<file path="config.mk">
export PLATFORM = sky130hd
export DESIGN_NAME = fadd_issue
export DESIGN_NICKNAME = d
export VERILOG_FILES = /design/src/rtl/fadd_issue.sv
export SDC_FILE = /design/constraint.sdc
export NUM_CORES = 1
export LEC_CHECK = 0
export CAP_MARGIN = 40
export CORE_MARGIN = 10
export CORE_UTILIZATION = 46
export CTS_CLUSTER_SIZE = 16
export DETAILED_ROUTE_END_ITERATION = 10
export PLACE_DENSITY = 0.77
export SYNTH_ARGS = -nofsm -noshare
export SYNTH_HDL_FRONTEND = slang
export SYNTH_SLANG_ARGS = --single-unit
export TNS_END_PERCENT = 50
</file>
<file path="constraint.sdc">
create_clock -name clk -period 2.3 [get_ports clk]
set_input_delay 0.575 -clock clk [delete_from_list [all_inputs] [get_ports clk]]
set_output_delay 0.575 -clock clk [all_outputs]
set_load 0.005 [all_outputs]
</file>
<file path="src/rtl/fadd_issue.sv">
// fadd_issue: issue/response wrapper around a fixed-latency (2) floating-point
// adder that has no stall input. Requests are only accepted when a slot is
// guaranteed in the 4-entry result FIFO, so adder results can always be
// captured on the cycle they appear.
// Optional feature macro: FADD_ISSUE_TAG_EN adds a 4-bit request/response tag.
module fadd_issue (
  input  logic        clk,
  input  logic        rst,
  input  logic        req_valid,
  output logic        req_ready,
  input  logic        req_op,
  input  logic [31:0] req_a,
  input  logic [31:0] req_b,
`ifdef FADD_ISSUE_TAG_EN
  input  logic [3:0]  req_tag,
  output logic [3:0]  rsp_tag,
`endif
  output logic [31:0] fa_x1,
  output logic [31:0] fa_x2,
  input  logic [31:0] fa_y,
  output logic        rsp_valid,
  input  logic        rsp_ready,
  output logic [31:0] rsp_y,
  output logic        busy
);

  localparam int DATA_W = 32;

  logic              accept;
  logic              pop;
  logic              vld_p1;
  logic              vld_p2;
  logic [1:0]        wr_ptr;
  logic [1:0]        rd_ptr;
  logic [2:0]        occ;
  logic [2:0]        pending;
  logic [DATA_W-1:0] fifo_y [4];

`ifdef FADD_ISSUE_TAG_EN
  logic [3:0]        tag_p1;
  logic [3:0]        tag_p2;
  logic [3:0]        fifo_tag [4];
`endif

  // Operand path: subtraction is an add with b's sign flipped.
  assign fa_x1 = req_a;
  assign fa_x2 = {req_b[31] ^ req_op, req_b[30:0]};

  // Admission counts results already buffered plus those still inside the
  // adder, so a result arriving from the adder always has a free FIFO slot.
  assign pending   = occ + {2'b00, vld_p1} + {2'b00, vld_p2};
  assign req_ready = !rst && (pending < 3'd4);
  assign accept    = req_valid && req_ready;

  assign rsp_valid = (occ != 3'd0);
  assign pop       = rsp_valid && rsp_ready;
  // Head is forced to zero when empty so outputs are clean after reset.
  assign rsp_y     = rsp_valid ? fifo_y[rd_ptr] : '0;
`ifdef FADD_ISSUE_TAG_EN
  assign rsp_tag   = rsp_valid ? fifo_tag[rd_ptr] : 4'd0;
`endif

  assign busy = vld_p1 | vld_p2 | (occ != 3'd0);

  // Control state: in-flight valid shift register, FIFO pointers and occupancy.
  always_ff @(posedge clk) begin
    if (rst) begin
      vld_p1 <= 1'b0;
      vld_p2 <= 1'b0;
      wr_ptr <= 2'd0;
      rd_ptr <= 2'd0;
      occ    <= 3'd0;
    end else begin
      // stage p1 -> p2: adder result lands while vld_p2 is high
      vld_p1 <= accept;
      vld_p2 <= vld_p1;
      if (vld_p2) wr_ptr <= wr_ptr + 2'd1;
      if (pop)    rd_ptr <= rd_ptr + 2'd1;
      case ({vld_p2, pop})
        2'b10:   occ <= occ + 3'd1;
        2'b01:   occ <= occ - 3'd1;
        default: occ <= occ;
      endcase
    end
  end

  // Result storage: capture adder output into the tail slot (data, no reset).
  always_ff @(posedge clk) begin
    if (vld_p2) fifo_y[wr_ptr] <= fa_y;
  end

`ifdef FADD_ISSUE_TAG_EN
  // Tag travels alongside the adder pipeline and is stored with its result.
  always_ff @(posedge clk) begin
    // stage p1 -> p2 -> FIFO
    tag_p1 <= req_tag;
    tag_p2 <= tag_p1;
    if (vld_p2) fifo_tag[wr_ptr] <= tag_p2;
  end
`endif

endmodule
</file>
# After elaboration in Yosys (flattened, before gate mapping)
# Memory sizes are Yosys's and may differ from the RTL's. A register that Yosys moved wholly into a read port is not among the register bits.
# Index checks and enable logic that the tools add are counted.
# totals
ff_bits	9
ram_bits	128
inputBits	101
out_inout_bits	99
wordCells	30
n_memories	1
# mem_list
name	words	width	rd	rd_ports_with_merged_regs	wr	line_no	rtl
fifo_y	4	32	1	1	1	37	logic [DATA_W-1:0] fifo_y [4];
# op_classes
add_sub_neg	6
n_lt_le_gt_ge	1
eq_ne	2
muxes	6
bitwise	3
n_reduce_logical	6
# ops
op	count
$mux W32	1
$add A3 B1 Y3	2
$pmux W3 S2	1
$add A2 B1 Y2 const B	2
$mux W2	2
$add A3 B1 Y3 const B	1
$logic_and A1 B1 Y1	3
$lt A3 B3 Y1 const B	1
$reduce_bool A3 Y1	1
$sub A3 B1 Y3 const B	1
$eq A2 B1 Y1 const B	1
$eq A2 B2 Y1 const B	1
$mux W1	2
$or A1 B1 Y1	2
$reduce_bool A2 Y1	1
$logic_not A1 Y1	1
$xor A1 B1 Y1	1

# Logic depth before layout (Yosys ltp)
# depth
depth_word	5
depth_mapped	9
mapped_depth_nobuf	8

# Worst setup path before layout
# No wires, ideal clock.
# synth_timing
kind	register to register
startpoint	register occ[0]
endpoint	register occ[2]
setup_ns	0.071
arrival_time_ns	1.906
required_time_ns	2.229
slack_ns	0.323
stages_incl_launch_ff	10
path_buffers	1
period_less_slack_ns	1.977
cell_sequence	dfxtp_1 > or3_1 > buf_2 > and2_4 > ha_1 > inv_1 > fa_1 > xor2_1 > or3_1 > a21oi_1
# synth_between
elab_chain_cells	4
# synth_rtl
element	line_no	rtl
start, declared	35	logic [2:0] occ;
start signal, assigned	80	2'b10: occ <= occ + 3'd1;
start signal, assigned	81	2'b01: occ <= occ - 3'd1;
$reduce_bool A3 Y1 *	55	assign rsp_valid = (occ != 3'd0);
$logic_and A1 B1 Y1 *	56	assign pop = rsp_valid && rsp_ready;
named net pop	30	logic pop;
$eq A2 B1 Y1 / $eq A2 B2 Y1 (equally long branches)	79	case ({vld_p2, pop})
$pmux W3 S2 / $reduce_bool A2 Y1 (equally long branches)	--	
# The timed path passes the listed nets; every way through them passes the cells marked *.
# A chain may end at the register's enable or synchronous reset.

==> reports/metrics.csv <==
stage;metric;value;unit
outcome;failing checks;negative setup slack;
routing;Routed Antenna Nets;0;
clocking;Num CTS Buffers;17;
clocking;H-tree levels;4;
sta;setup ws final;-158;ps
sta;fmax;407;MHz
routing;DRC Markers;0;
setup_path;Worst R2R Setup Slack;140;ps
logic_synthesis;Synth cell types;28;
placement;port bufs;73;
floorplan;Die Area;0.0178;mm^2
logic_synthesis;post-synthesis xor/xnor area fraction;0.741;%
logic_synthesis;Post-synth EDFFs;128;
power_and_ir_drop;leakage power;0.00254;uW
setup_path;Critical Path Max Stage Delay;490;ps
layout;Area Growth Syn to Fin;24.4;%
setup_path;Setup CP Type;reg2out;
clocking;worst skew pair latency;410;ps
floorplan;I/O Pins;200;
logic_synthesis;most common cell in the netlist;edfxtp_1;
routing;routed vias;2893;
sta;final cycle utilization of the critical path;107;%
placement;Final GP Congestion;0.778;
outcome;status;complete, but fails checks;
setup_path;Worst Path Required;1730;ps
sta;Tmin final;2460;ps
sta;Worst Tran Pin Value;408;ps
power_and_ir_drop;sequential share of power;35.8;%
logic_synthesis;asr flop ratio synth;0;%
global_routing;largest net degree at the start of global routing;29;
routing;Vias per Instance;5.22;
setup_path;worst path buffer plus inverter count;4;
logic_synthesis;simple-gate portion of the synthesized area;5.40;%
clocking;clock root buffer;clkbuf_16;
logic_synthesis;largest cells by area after synthesis;edfxtp_1, mux4_2, buf_4;
clocking;clock buffer depth;2;
layout;n_diodes;0;
power_and_ir_drop;Cell Int Power;6150;uW
sta;final setup vio count;33;
logic_synthesis;cell taking the most area after synthesis;edfxtp_1;
floorplan;die width;133;um
logic_synthesis;top cells by count, synth;edfxtp_1, buf_4, and2_1, mux4_2, dfxtp_1;
setup_path;slowest CP cell;mux4_2;
global_routing;Tot GR Track Use;14.4;%
global_routing;first-pass GRT wire length;19.3;mm
placement;Final HPWL DP;8.31;mm
power_and_ir_drop;combinational share of power;28.2;%
layout;Final Non-Filler Cells;554;
logic_synthesis;FF+latch count, synth;139;
logic_synthesis;post-synthesis mux area share;12.5;%
sta;Rel. slew slack;72.5;%
power_and_ir_drop;Clock Power Share;36.0;%
setup_path;critical path, cell by cell;buf_12 > buf_12 > buf_6 > mux4_2 > and2_4 > buf_6;
setup_path;startpoint types;flop;
power_and_ir_drop;Power Density;1090;mW/mm^2
logic_synthesis;register area share after synthesis;68.8;%
logic_synthesis;synthesized cell area;0.00591;mm^2
clocking;cts hold-fix bufs;0;
clocking;CTS tree;yes;
floorplan;Core Area;0.0126;mm^2
job;Max-cap violations;0;
routing;Pre-Repair DR Iteration Count;4;
placement;Post-Place Cells;513;
global_routing;vias in the first global route;3309;
power_and_ir_drop;Worst VDD drop;0.000728;V
power_and_ir_drop;P_sw;1890;uW
sta;clock skew;6.32;ps
placement;pre-CTS setup slack;-196;ps
power_and_ir_drop;Switching Share;23.5;%
logic_synthesis;Ys Warns;0;
global_routing;grt ovf;0;
logic_synthesis;Post-Syn Nets;435;
layout;final net count;478;
global_routing;initial antenna violation count;1;
setup_path;crit path capture type;primary output;
logic_synthesis;compound-cell area share of the yosys netlist;0.741;%
logic_synthesis;largest family of logic cells by synthesized area;multiplexers;
logic_synthesis;post-synth top area share;65.0;%
logic_synthesis;post-synthesis adder-cell area fraction;1.61;%
setup_path;critical path arrival;1880;ps
floorplan;FP Rows;41;
min_path;worst hold-check path type;reg2reg;
sta;Hold Fails Final Rpt;0;
floorplan;Die Height;133;um
layout;layout cells sized above 1;41.4;%
logic_synthesis;Mapped Cells;327;
routing;final wirelength;12.8;mm
clocking;clock slew seen by the registers of the worst setup and hold paths;60;ps
logic_synthesis;Synth Flop Type;edfxtp_1;
floorplan;starting density of the core;46.8;%
sta;Final Max Slew Viols;0;
setup_path;critical-path maximum fanout;6;
setup_path;delay-heaviest family, CP;multiplexers;
clocking;CTS sink cnt;139;
routing;Initial DRC Count;144;
routing;drt wl/cell;23.0;um
sta;setup repair after global routing missed its margin;true;
logic_synthesis;syn_area_per_cell;18.1;um^2
-- timing repair --
action	4_1_cts	5_1_grt
cloned	3	0
gates resized for setup	177	21
setup endpoints to repair	35	36
pin swaps	30	4
setup buffers	9	2
-- layout by cell type (no fill, tap or decap), types with 2 or more instances in the layout --
cell type        synthesis  routed
clkinv_4                 0       2
buf_4                   63       9
or3_1                    3       2
dfxtp_1                 11       8
clkbuf_2                 0       5
and2_1                  36       5
o21ai_0                  4       3
and2_2                   0       4
mux4_2                  30      32
xor2_1                   4       4
a21oi_1                  3       2
buf_6                    1      28
inv_1                    6       6
dfxtp_2                  0       2
bufinv_16                0       5
buf_2                    4       4
ha_1                     6       6
clkinv_2                 0       4
nor2_1                   7       7
clkbuf_16                0      17
edfxtp_1               128     128
clkinv_1                 0       2
dlygate4sd2_1            0       2
clkdlybuf4s50_1          0      37
and2_4                   1      28
buf_12                   3      13
-- flip-flops by register name, summed over array words and instances (netlist names), named ones only --
| register | count |
|---|---|
| wr_ptr | 2 |
| fifo_y | 128 |
| vld_p1 | 1 |
| rd_ptr | 2 |
| vld_p2 | 1 |
| occ | 3 |
-- through the flow --
stage	total power [uW]	util [%]	instance area (um^2)	TNS, ps	hold slack [ps]
floorplan	3920	-	5910	0	454
global placement	4750	51.6	6510	-250	465
detailed placement	4770	51.6	6510	-414	473
CTS	8190	58.8	7420	-5140	481
global route	8370	58.3	7350	-4350	518
finish	8030	58.3	7350	-2470	503
-- routing by layer --
layer,global-route usage (%),part of all wire (%),vias up
met5,0,0.14,-
met1,14.7,34,1449
met2,23.7,52,114
met3,6.20,8.5,78
met4,9.85,5.0,2
li1,-,-,1250
-- kinds of logic after synthesis --
family	after synthesis
mux	33
fa+ha+maj	7
xor+xnor	5
compound gates	8
simple gates	53
flops	139
buf+inv	82
-- worst paths after layout --
kind,to,depth (start not counted),from
min reg2reg,vld_p2$_SDFF_PP0_,1,vld_p1$_SDFF_PP0_
max,rsp_y[12],6,flop
min,vld_p2$_SDFF_PP0_,1,vld_p1$_SDFF_PP0_
max reg2reg,occ[2]$_SDFFE_PP0P_,9,occ[0]$_SDFFE_PP0P_
-- layout make-up --
type	instances	area (um^2)
clock inverter	14	203
timing repair buffer	100	1100
tap	172	215
clock buffer	17	425
multi-input combinational	106	1310
fill	965	5270
sequential	139	4070
inverter	6	22.5
-- power by group through the flow --
stage               clock network [uW]  logic (uW)  registers [uW]
detailed placement                   0        1850            2920
global placement                     0        1830            2920
floorplan                            0        1010            2910
global route                      3040        2440            2890
CTS                               2930        2380            2870
finish                            2890        2270            2880
Note: power is estimated with default switching activity, not from simulation.
